[src/rtl/bus_arbiter.sv]
// bus_arbiter
// Round-robin arbiter and transaction sequencer that shares one memory DMA
// port among several caches. One cache at a time owns the bus for a whole
// block transaction of beats_lp beats. The owner's request beats go to
// memory, and read response beats come back to the owner only.
//
// Ports:
//   clk_i, nreset_i       clock, asynchronous active-low reset
//   cb_valid_i/cb_yumi_o  per-cache beat request valid / beat accepted
//   cb_pkt_i              per-cache packet {addr[31:0], we, wdata}, cache i
//                         in slice [i*pw_lp +: pw_lp]
//   mem_ready_i           memory can accept a beat
//   mem_valid_o/we/addr/wdata  beat presented to memory
//   mem_valid_i/data_i    memory read response beat
//   cb_valid_o/cb_data_o  one-hot response valid to owner, broadcast data
//   busy_o                a transaction is in progress
//   owner_o               current or last owner index
//   err_o                 sticky unexpected-response flag
module bus_arbiter #(
   parameter int num_caches_p     = 2,
   parameter int block_size_p     = 8,
   parameter int dma_data_width_p = 2
) (
   input  logic                                              clk_i,
   input  logic                                              nreset_i,
   input  logic [num_caches_p-1:0]                           cb_valid_i,
   output logic [num_caches_p-1:0]                           cb_yumi_o,
   input  logic [num_caches_p*(33+32*dma_data_width_p)-1:0]  cb_pkt_i,
   input  logic                                              mem_ready_i,
   output logic                                              mem_valid_o,
   output logic                                              mem_we_o,
   output logic [31:0]                                       mem_addr_o,
   output logic [32*dma_data_width_p-1:0]                    mem_wdata_o,
   input  logic                                              mem_valid_i,
   input  logic [32*dma_data_width_p-1:0]                    mem_data_i,
   output logic [num_caches_p-1:0]                           cb_valid_o,
   output logic [32*dma_data_width_p-1:0]                    cb_data_o,
   output logic                                              busy_o,
   output logic [((num_caches_p > 1) ? $clog2(num_caches_p) : 1)-1:0] owner_o,
   output logic                                              err_o
);

   localparam int beats_lp = block_size_p / dma_data_width_p;
   localparam int dw_lp    = 32 * dma_data_width_p;
   localparam int pw_lp    = 33 + dw_lp;
   localparam int ow_lp    = (num_caches_p > 1) ? $clog2(num_caches_p) : 1;
   localparam int cw_lp    = $clog2(beats_lp + 1);

   localparam logic [cw_lp-1:0] beatsC = cw_lp'(beats_lp);
   localparam logic [cw_lp-1:0] lastC  = cw_lp'(beats_lp - 1);
   localparam logic [ow_lp-1:0] maxIdxC = ow_lp'(num_caches_p - 1);

   typedef enum logic [1:0] {
      IDLE = 2'd0,
      SEND = 2'd1,
      RECV = 2'd2
   } state_e;

   state_e           state_q, state_d;
   logic [ow_lp-1:0] owner_q, owner_d;
   logic [ow_lp-1:0] ptr_q, ptr_d;
   logic [cw_lp-1:0] tx_q, tx_d;
   logic [cw_lp-1:0] rx_q, rx_d;
   logic             we_q, we_d;
   logic             err_q, err_d;

   logic [pw_lp-1:0] ownerPkt;
   logic [31:0]      pktAddr;
   logic             pktWe;
   logic [dw_lp-1:0] pktWdata;
   logic             ownerValid;
   logic             accept;
   logic             respOk;
   logic [cw_lp-1:0] rxNext;
   logic             weNow;
   logic [ow_lp-1:0] winner;
   logic             found;

   assign ownerPkt   = cb_pkt_i[int'(owner_q)*pw_lp +: pw_lp];
   assign pktAddr    = ownerPkt[pw_lp-1 -: 32];
   assign pktWe      = ownerPkt[dw_lp];
   assign pktWdata   = ownerPkt[dw_lp-1:0];
   assign ownerValid = cb_valid_i[owner_q];

   assign accept = (state_q == SEND) & ownerValid & mem_ready_i;

   // A response is only legitimate once the first beat of a read has been
   // accepted (tx_q != 0 makes we_q meaningful) and not all beats are back yet.
   assign respOk = mem_valid_i & (state_q != IDLE) & (tx_q != '0) & ~we_q
                   & (rx_q != beatsC);
   assign rxNext = rx_q + cw_lp'(respOk);

   // On the first beat we_q is not yet latched, so direction comes from the packet.
   assign weNow = (tx_q == '0) ? pktWe : we_q;

   // First requester at or after the round-robin pointer, wrapping around.
   always_comb begin
      winner = ptr_q;
      found  = 1'b0;
      for (int k = 0; k < num_caches_p; k++) begin
         if (!found && cb_valid_i[(int'(ptr_q) + k) % num_caches_p]) begin
            winner = ow_lp'((int'(ptr_q) + k) % num_caches_p);
            found  = 1'b1;
         end
      end
   end

   // Next-state logic for the transaction FSM and its counters.
   always_comb begin
      state_d = state_q;
      owner_d = owner_q;
      ptr_d   = ptr_q;
      tx_d    = tx_q;
      rx_d    = rxNext;
      we_d    = we_q;
      err_d   = err_q | (mem_valid_i & ~respOk);

      case (state_q)
         IDLE: begin
            if (found) begin
               state_d = SEND;
               owner_d = winner;
               ptr_d   = (winner == maxIdxC) ? '0 : winner + ow_lp'(1);
            end
         end
         SEND: begin
            if (accept) begin
               tx_d = tx_q + cw_lp'(1);
               if (tx_q == '0) begin
                  we_d = pktWe;
               end
               if (tx_q == lastC) begin
                  if (weNow || (rxNext == beatsC)) begin
                     state_d = IDLE;
                  end else begin
                     state_d = RECV;
                  end
               end
            end
         end
         RECV: begin
            if (rxNext == beatsC) begin
               state_d = IDLE;
            end
         end
         default: begin
            state_d = IDLE;
         end
      endcase

      if (state_d == IDLE) begin
         tx_d = '0;
         rx_d = '0;
      end
   end

   // Per-cache handshake outputs go to the owner only.
   always_comb begin
      cb_yumi_o           = '0;
      cb_valid_o          = '0;
      cb_yumi_o[owner_q]  = accept;
      cb_valid_o[owner_q] = respOk;
   end

   assign mem_valid_o = (state_q == SEND) & ownerValid;
   assign mem_we_o    = mem_valid_o & pktWe;
   assign mem_addr_o  = mem_valid_o ? pktAddr : '0;
   assign mem_wdata_o = mem_valid_o ? pktWdata : '0;
   assign cb_data_o   = mem_data_i;
   assign busy_o      = (state_q != IDLE);
   assign owner_o     = owner_q;
   assign err_o       = err_q;

   // State registers.
   always_ff @(posedge clk_i or negedge nreset_i) begin
      if (!nreset_i) begin
         state_q <= IDLE;
         owner_q <= '0;
         ptr_q   <= '0;
         tx_q    <= '0;
         rx_q    <= '0;
         we_q    <= 1'b0;
         err_q   <= 1'b0;
      end else begin
         state_q <= state_d;
         owner_q <= owner_d;
         ptr_q   <= ptr_d;
         tx_q    <= tx_d;
         rx_q    <= rx_d;
         we_q    <= we_d;
         err_q   <= err_d;
      end
   end

endmodule

[config.mk]
export PLATFORM = sky130hd
export DESIGN_NAME = bus_arbiter
export DESIGN_NICKNAME = d
export VERILOG_FILES = /design/src/rtl/bus_arbiter.sv
export SDC_FILE = /design/constraint.sdc
export NUM_CORES = 1
export LEC_CHECK = 0
export BUFFER_PORTS_ARGS = -buffer_cell sky130_fd_sc_hd__buf_2
export CAP_MARGIN = 20
export CORE_AREA = 2 2 170 172
export DETAILED_ROUTE_END_ITERATION = 12
export DIE_AREA = 0 0 172 174
export GPL_TIMING_DRIVEN = 0
export PLACE_DENSITY = 0.44
export SYNTH_ARGS = -nofsm -noshare
export SYNTH_HDL_FRONTEND = slang
export SYNTH_SLANG_ARGS = --single-unit
export TNS_END_PERCENT = 100
[constraint.sdc]
create_clock -name clk_i -period 3.75 [get_ports clk_i]
set_input_delay 0.375 -clock clk_i [delete_from_list [all_inputs] [get_ports clk_i]]
set_output_delay 0.375 -clock clk_i [all_outputs]
set_load 0.005 [all_outputs]
==> results of run 1 <==
registers in the layout, indices dropped and copies added, names as in the netlist:
register  count
rx_q          3
tx_q          3
ptr_q         1
owner_o       1
we_q          1
state_q       2
err_o         1
cells by family (layout without fill, tap and decap cells):
family | count (synthesis) | in the layout | synth area share [%]
simple gates | 125 | 125 | 19.90
mux | 100 | 100 | 38.12
buf+inv | 93 | 465 | 23.99
compound gates | 12 | 12 | 3.522
flops | 12 | 12 | 11.42
fa+ha+maj | 5 | 5 | 2.380
xor+xnor | 2 | 2 | 0.6665
per-stage QoR:
step | hold slack, ns | area (um^2) | util [%]
floorplan | 0.07941 | 2629 | -
global placement | 0.2842 | 4951 | 17.53
detailed placement | 0.2834 | 4951 | 17.53
CTS | 0.03028 | 5040 | 17.85
global route | 0.04187 | 5040 | 17.85
finish | 0.02217 | 5040 | 17.85
area by class of cell:
class	instances	area [um^2]	share of cell area, %
clock buffer	4	88.84	1.763
timing repair buffer	368	1842	36.54
tap	384	480.5	9.533
inverter	6	22.52	0.4469
sequential	12	300.3	5.958
buffer	87	608.1	12.07
multi-input combinational	244	1698	33.69
final timing paths:
path | startpoint | to | slack, ns
worst min register to register | err_o | err_o | 0.46
worst min-delay path | nreset_i | state_q[1] | 0.02
max in group asynchronous | nreset_i | tx_q[2] | 3.50
min in group clk_i | mem_valid_i | err_o | 0.37
worst max-delay path | tx_q[0] | tx_q[1] | 0.82
worst max register to register | tx_q[0] | tx_q[1] | 0.82
cells in the mapped netlist (2+ instances only):
library cell / number
a21oi_1: 3
a31oi_1: 2
and2_1: 3
buf_2: 3
buf_4: 64
buf_6: 5
clkbuf_1: 14
dfrtp_1: 12
ha_1: 5
inv_1: 6
mux2i_1: 99
nand2_1: 2
nand2b_1: 2
nand3b_1: 2
nor2_1: 102
nor3_1: 6
nor3b_1: 3
o21ai_0: 2
xnor2_1: 2
critical path, cell delays in order (launching register included):
cell and delay, ns:
dfrtp_1 0.38, inv_1 0.06, ha_1 0.18, nor2b_1 0.16
or4_1 0.56, inv_1 0.11, ha_1 0.15, ha_1 0.24
or3_1 0.37, a311oi_2 0.47, nor3_1 0.12
power by group through the flow:
stage / clock network, uW / logic [uW] / registers (uW)
3_3_place_gp: 0 / 2150 / 224
4_1_cts: 223 / 2170 / 224
5_1_grt: 228 / 2320 / 232
6_report: 216 / 2110 / 223
2_1_floorplan: 0 / 1250 / 216
3_5_place_dp: 0 / 2160 / 226
metal layers:
metal	vias up	global-route usage, %	part of all wire (%)
met5	-	0	0
met4	0	0.2101	0.098
met3	2	0.7969	7.5
met2	201	16.50	49
met1	1633	11.93	43
li1	1844	-	-
==> results.sh, run 1 <==
export IMPL_wl_per_cell_um=13.88
export IMPL_syn_num_nets=618
export IMPL_startpoint_type="register"
export IMPL_syn_to_final_growth_pct=91.72
export IMPL_grt_pass1_wl_mm=20.44
export IMPL_tightest_slew_ns=0.9783
export IMPL_clk_root_buffer_cell="clkbuf_16"
export IMPL_h_tree_depth=1
export IMPL_placed_cells=1101
export IMPL_antenna_cells=0
export IMPL_synth_area_um2=2629
export IMPL_drt_iter0_markers=156
export IMPL_intPower_uw=1327
export IMPL_rsz0062_at_grt="no"
export IMPL_ys_flop_type="dfrtp_1"
export IMPL_cts_resized=0
export IMPL_pwr_share_clk_pct=8.5
export IMPL_ys_ff_latch=12
export IMPL_synthArstFlopShare_pct=100.0
export IMPL_combPwrFrac_pct=82.8
export IMPL_drive_gt1_share_pct=62.14
export IMPL_period_share_pct=78.18
export IMPL_switchingPower_uw=1218
export IMPL_cp_end_kind="register"
export IMPL_setup_tns_final_ns=0
export IMPL_finalHoldViolCount=0
export IMPL_die_w_um=172
export IMPL_wl_mm=15.34
export IMPL_place_ws_ns=0.7740
export IMPL_cts_hold_buf=0
export IMPL_core_area_um2=28240
export IMPL_reg2reg_depth=10
export IMPL_yosysUniqueCellTypes=31
export IMPL_hold_class="input pin to async pin"
export IMPL_finalWorstSetupSlack_ns=0.8182
export IMPL_drc=0
export IMPL_ir_drop_mv=0.3624
export IMPL_switching_share_pct=47.86
export IMPL_port_buffer_count=368
export IMPL_syn_avg_cell_area_um2=7.532
export IMPL_max_cap_viol_count=0
export IMPL_clockBufferDepth=2
export IMPL_path_clk_slew_ns=0.04
export IMPL_track_usage_pct=8.978
export IMPL_maxSlewViolCount=0
export IMPL_pwr_share_seq_pct=8.8
export IMPL_vias=3680
export IMPL_instances_no_fill=1105
export IMPL_dpl_hpwl_mm=13.79
export IMPL_dieArea_um2=29930
export IMPL_grt_max_degree=13
export IMPL_yosys_area_top_type="mux2i_1"
export IMPL_clock_latency_ns=0.24
export IMPL_clkSinkCount=12
export IMPL_grt_overflow=0
export IMPL_start_util_pct=9.310
export IMPL_num_rows=62
export IMPL_antenna_found_initial=0
export IMPL_io_pins=433
export IMPL_gp_congestion=0.7722
export IMPL_ys_warn_count=0
export IMPL_final_common_cell="buf_2"
export IMPL_power_density_nw_per_um2=505.0
export IMPL_synth_top_area_share_pct=37.70
export IMPL_fill_cells=3286
export IMPL_synth_seq_area_share_pct=11.42
export IMPL_crit_type="register to register"
export IMPL_yosys_top_cells_area="mux2i_1 (38%), buf_4 (18%), nor2_1 (15%), dfrtp_1 (11%), ha_1 (2.4%)"
export IMPL_max_freq_mhz=341.1
export IMPL_final_cell_mix="buf_2 (371), nor2_1 (102), mux2i_1 (99)"
export IMPL_nets=991
export IMPL_cp_arrival_ns=3.03
export IMPL_cts_tree="yes"
export IMPL_synth_edff_count=0
export IMPL_ant_nets=0
export IMPL_fin_total_pwr_uw=2545
export IMPL_cts_setup_buffers=0
export IMPL_synthCells=349
export IMPL_drt_pass1_iterations=4
export IMPL_clock_skew_ns=0.0007594
export IMPL_setup_viol=0
export IMPL_p_leak_uw=0.002963
export IMPL_status="complete, no violations"
export IMPL_slew_limit_headroom_pct=34.78
export IMPL_path_max_fanout=6
export IMPL_grt_pass1_vias=3456
export IMPL_avgViaCountPerCell=3.330
export IMPL_finalCriticalPeriod_ns=2.932
export IMPL_cts_buffers=3
export IMPL_die_y_um=174
export IMPL_crit_required_ns=3.85
Note: power is estimated with default switching activity, not from simulation.
==> inputs of run 2 (changes only) <==
- PLACE_DENSITY: 0.44 -> 0.45
- clock period: 3.75 -> 2.6 ns (I/O delays scaled with it)
==> run 2 against run 1 <==
Compared with the run above:
- sequential cell count is the same
- clock-buffer cell count shrank 1
- combinational power grew 55%
- die area is the same
- global-route usage shrank 0.11 points
- maximum frequency grew 13%
- critical path depth grew 1
- critical path type unchanged
- critical endpoint is now tx_q[2]
==> results.sh, run 2 (synthesis gave the netlist of run 1 again) <==
export IMPL_core_area_um2=28240
export IMPL_max_freq_mhz=386.6
export IMPL_wl_mm=15.18
export IMPL_multi_input_area_um2=1798
export IMPL_grt_max_degree=13
export IMPL_path_clk_slew_ns=0.04
export IMPL_grt_pass1_wl_mm=20.06
export IMPL_drt_iter0_markers=133
export IMPL_cts_buffers=3
export IMPL_antenna_cells=0
export IMPL_start_util_pct=9.310
export IMPL_max_cap_viol_count=0
export IMPL_use_met2_pct=16.25
export IMPL_grt_util_met1_pct=11.67
export IMPL_regArea_um2=301.5
export IMPL_cts_tree="yes"
export IMPL_vias=3670
export IMPL_num_rows=62
export IMPL_grtUsageMet3_pct=0.7058
export IMPL_reg_largest_list="rx_q: 3 flops, tx_q: 3 flops, state_q: 2 flops"
export IMPL_clockBufferDepth=2
export IMPL_drive_gt1_share_pct=66.90
export IMPL_status="complete, no violations"
export IMPL_dpl_hpwl_mm=13.40
export IMPL_top_usage_layer="met2"
export IMPL_fin_util_pct=18.47
export IMPL_wl_per_cell_um=13.65
export IMPL_h_tree_depth=1
export IMPL_io_pins=433
export IMPL_clk_root_buffer_cell="clkbuf_16"
export IMPL_slowest_stage="or4_4"
export IMPL_cp_cell_sequence="inv_1, ha_2, nor2b_4, or4_4, inv_4, ha_4, ha_4, or3_4, a311oi_4, buf_6, a2111oi_2"
export IMPL_clock_skew_ns=0.001130
export IMPL_setup_viol=0
export IMPL_slowest_delay_ns=0.55
export IMPL_rsz0062_at_grt="yes"
export IMPL_crit_required_ns=2.70
export IMPL_cp_end_kind="register"
export IMPL_power_density_nw_per_um2=744.3
export IMPL_antenna_found_initial=0
export IMPL_syn_to_final_growth_pct=98.38
export IMPL_period_share_pct=99.47
export IMPL_finalHoldViolCount=0
export IMPL_drt_pass1_iterations=5
export IMPL_grt_overflow=0
export IMPL_track_usage_pct=8.869
export IMPL_clkSinkCount=12
export IMPL_gp_congestion=0.7387
export IMPL_timing_hold_ws_ns=0.2468
export IMPL_dieArea_um2=29930
export IMPL_crit_type="register to register"
export IMPL_p_leak_uw=0.003044
export IMPL_avgViaCountPerCell=3.300
export IMPL_port_buffer_count=368
export IMPL_die_y_um=174
export IMPL_nets=999
export IMPL_clock_latency_ns=0.24
export IMPL_startpoint_type="register"
export IMPL_crit_top_cell="ha_4"
export IMPL_finalCriticalPeriod_ns=2.586
export IMPL_maxSlewViolCount=0
export IMPL_grt_pass1_vias=3366
export IMPL_fill_cells=3308
export IMPL_tightest_slew_ns=0.7348
export IMPL_ant_nets=0
export IMPL_hold_class="input pin to register"
export IMPL_cp_arrival_ns=2.69
export IMPL_final_cell_mix="buf_2 (371), nor2_1 (99), mux2i_1 (98)"
export IMPL_drc=0
export IMPL_final_common_cell="buf_2"
export IMPL_slew_limit_headroom_pct=51.01
export IMPL_ir_drop_mv=0.3133
export IMPL_die_w_um=172
export IMPL_path_max_fanout=6
==> run 2: cell count changes in the layout (fill, tap and decap cells not counted), moves of 3 or more <==
| cell | change |
|---|---|
| clkbuf_1 | -13 |
| nor2_2 | +3 |
| nor2_1 | -3 |
| ha_1 | -3 |
| nor3_2 | +3 |
| clkbuf_2 | +12 |
| buf_4 | +6 |
| nor3_1 | -3 |
==> run 2: cell type report <==
class	instances	share of cell area, %
sequential	12	5.782
multi-input combinational	244	34.48
tap	384	9.213
timing repair buffer	376	36.64
clock buffer	3	1.440
inverter	6	0.4798
buffer	87	11.97
==> run 2: metal layers <==
layer / vias to the layer above / share of wire (%)
li1: 1853 / -
met1: 1635 / 43
met2: 180 / 51
met3: 2 / 6.4
met4: 0 / 0.14
met5: - / 0
==> run 2: repair_timing <==
| action | 4_1_cts | 5_1_grt |
|---|---|---|
| endpoints found under the hold margin | 12 | 0 |
| resized for setup | 7 | 32 |
| cloned | 0 | 0 |
| setup buffers | 3 | 4 |
| hold buffers | 1 | 0 |
| pin swaps | 2 | 2 |
| setup endpoints to repair | 28 | 57 |
==> run 2: worst paths after layout <==
kind	endpoint	slack, ns	from	cells past startpoint
min in group asynchronous	tx_q[2]	0.44	nreset_i	2
hold / removal	err_o	0.25	mem_valid_i	2
setup reg to reg	tx_q[2]	0.01	tx_q[1]	11
hold reg to reg	err_o	0.46	err_o	1
max in group asynchronous	state_q[1]	1.90	nreset_i	2
setup / recovery	tx_q[2]	0.01	tx_q[1]	11
==> run 2: power breakdown <==
group | leakage, uW | internal (uW) | switching (uW)
sequential | 0.000138 | 266 | 67.7
clock | 0.0000370 | 200 | 78.5
combinational | 0.00287 | 1580 | 1690
==> run 2: through the flow <==
step	cell area, um^2	std cells	total power (uW)	setup slack, ns	TNS, ns
4_1_cts	5125	1108	3874	0.002421	0
2_1_floorplan	2684	349	2193	-0.009231	-0.01846
3_3_place_gp	5006	1101	3532	-0.1827	-1.187
3_5_place_dp	5006	1101	3546	-0.1947	-1.262
5_1_grt	5215	1112	4244	-0.07855	-0.3424
6_report	5215	1112	3882	0.01367	0
==> run 2: critical path, delay by kind of cell (launching register included) <==
| family | cells | cell delay, ns |
|---|---|---|
| AND/OR/NAND/NOR | 3 | 1.06 |
| adder cells (fa/ha/maj) | 3 | 0.49 |
| flip-flops | 1 | 0.34 |
| buffers and inverters | 3 | 0.31 |
| AO/OA/AOI/OAI | 2 | 0.25 |
==> inputs of run 3 (changes only) <==
- CTS_BUF_LIST: not set -> sky130_fd_sc_hd__clkbuf_8
==> run 3 against run 2 <==
Compared with the run above:
- combinational power about the same
- largest cell class unchanged
- first-iteration DRC count down 3.8%
- final cell count unchanged
- highest routed layer unchanged
- power down 2.7%
- clock power down 38%
==> results.sh, run 3 (synthesis gave the netlist of run 1 again) <==
export IMPL_fin_util_pct=18.35
export IMPL_ir_drop_mv=0.2073
export IMPL_core_area_um2=28240
export IMPL_die_w_um=172
export IMPL_clkSinkCount=12
export IMPL_drt_pass1_iterations=5
export IMPL_tightest_slew_ns=0.6295
export IMPL_reg_largest_list="rx_q: 3 flops, tx_q: 3 flops, state_q: 2 flops"
export IMPL_slowest_delay_ns=0.55
export IMPL_grtUsageMet3_pct=0.7058
export IMPL_wl_per_cell_um=13.63
export IMPL_avgViaCountPerCell=3.311
export IMPL_start_util_pct=9.310
export IMPL_regToRegSetupSlack_ns=0.009
export IMPL_max_freq_mhz=386.0
export IMPL_clock_skew_ns=0.004345
export IMPL_dpl_hpwl_mm=13.40
export IMPL_slowest_stage="or4_4"
export IMPL_instances_no_fill=1112
export IMPL_grt_pass1_wl_mm=20.05
export IMPL_crit_top_cell="ha_4"
export IMPL_final_cell_mix="buf_2 (370), nor2_1 (100), mux2i_1 (98)"
export IMPL_maxSlewViolCount=0
export IMPL_power_density_nw_per_um2=728.8
export IMPL_finalWorstSetupSlack_ns=0.009040
export IMPL_timing_hold_ws_ns=0.2497
export IMPL_path_clk_slew_ns=0.06
export IMPL_h_tree_depth=1
export IMPL_grt_pass1_vias=3367
export IMPL_hold_class="input pin to register"
export IMPL_drive_gt1_share_pct=66.90
export IMPL_grt_util_met1_pct=11.74
export IMPL_finalCriticalPeriod_ns=2.591
export IMPL_top_usage_layer="met2"
export IMPL_slew_limit_headroom_pct=58.03
export IMPL_clk_root_buffer_cell="clkbuf_8"
export IMPL_clock_latency_ns=0.24
export IMPL_syn_to_final_growth_pct=97.14
export IMPL_clockBufferDepth=2
export IMPL_vias=3682
export IMPL_crit_type="register to register"
export IMPL_use_met2_pct=16.20
export IMPL_antenna_cells=0
export IMPL_finalHoldViolCount=0
export IMPL_fill_cells=3310
export IMPL_antenna_found_initial=0
export IMPL_cts_tree="yes"
export IMPL_dieArea_um2=29930
export IMPL_rsz0062_at_grt="yes"
export IMPL_multi_input_area_um2=1795
export IMPL_post_route_cell_area_um2=5182
export IMPL_crit_required_ns=2.71
export IMPL_place_area_um2=5006
export IMPL_cp_end_kind="register"
export IMPL_placed_cells=1101
export IMPL_num_rows=62
export IMPL_final_common_cell="buf_2"
export IMPL_port_buffer_count=368
export IMPL_path_max_fanout=6
export IMPL_ant_nets=0
export IMPL_startpoint_type="register"
export IMPL_p_leak_uw=0.003033
export IMPL_cp_arrival_ns=2.70
export IMPL_die_y_um=174
export IMPL_status="complete, no violations"
export IMPL_gp_congestion=0.7387
export IMPL_max_cap_viol_count=0
export IMPL_drc=0
export IMPL_regArea_um2=301.5
export IMPL_nets=999
export IMPL_grt_max_degree=13
export IMPL_track_usage_pct=8.850
export IMPL_cp_cell_sequence="inv_1, ha_2, nor2b_4, or4_4, inv_4, ha_4, ha_4, or3_4, a311oi_4, buf_6, a2111oi_2"
export IMPL_place_ws_ns=-0.1947
export IMPL_cts_buffers=3
export IMPL_io_pins=433
export IMPL_wl_mm=15.15
export IMPL_drt_iter0_markers=128
export IMPL_period_share_pct=99.65
export IMPL_setup_viol=0
export IMPL_grt_overflow=0
[run 3: power by group]
group | internal (uW) | switching [uW] | total, uW
logic | 1590 | 1680 | 3270
registers | 265 | 68.0 | 333
clock network | 102 | 70.2 | 172
[run 3: through the flow]
step / TNS, ns / power [uW]
finish: 0 / 3777
global route: -0.3277 / 4132
CTS: 0 / 3763
detailed placement: -1.262 / 3546
global placement: -1.187 / 3532
floorplan: -0.01846 / 2193
[run 3: metal layers]
layer | vias to the layer above | share of wire [%]
met5 | - | 0
li1 | 1854 | -
met3 | 2 | 6.2
met1 | 1648 | 43
met2 | 178 | 50
met4 | 0 | 0.14
[run 3: worst max-delay path, delay by kind of cell (launching register included)]
family,cells,cell delay (ns)
simple gates,3,1.06
fa+ha+maj,3,0.49
flops,1,0.34
buf+inv,3,0.30
compound gates,2,0.26
[run 3: area by class of cell]
cell class / instances / area share [%]
Buffer: 87 / 12.12
Clock buffer: 3 / 0.7967
Inverter: 6 / 0.4829
Multi-Input combinational cell: 244 / 34.65
Sequential cell: 12 / 5.818
Tap cell: 384 / 9.271
Timing Repair Buffer: 376 / 36.87
[run 3: timing repair]
item | in CTS | in global routing
endpoints found under the hold margin | 12 | 0
pin swaps | 2 | 2
resized for setup | 7 | 33
buffers inserted | 3 | 4
hold buffers | 1 | 0
setup endpoints to repair | 28 | 58
[run 3: final timing paths]
path	end	start	cells past startpoint
worst min register to register	err_o	err_o	1
max in group asynchronous	state_q[1]	nreset_i	2
worst max-delay path	tx_q[2]	tx_q[1]	11
worst max register to register	tx_q[2]	tx_q[1]	11
min in group asynchronous	tx_q[2]	nreset_i	2
worst min-delay path	err_o	mem_valid_i	2
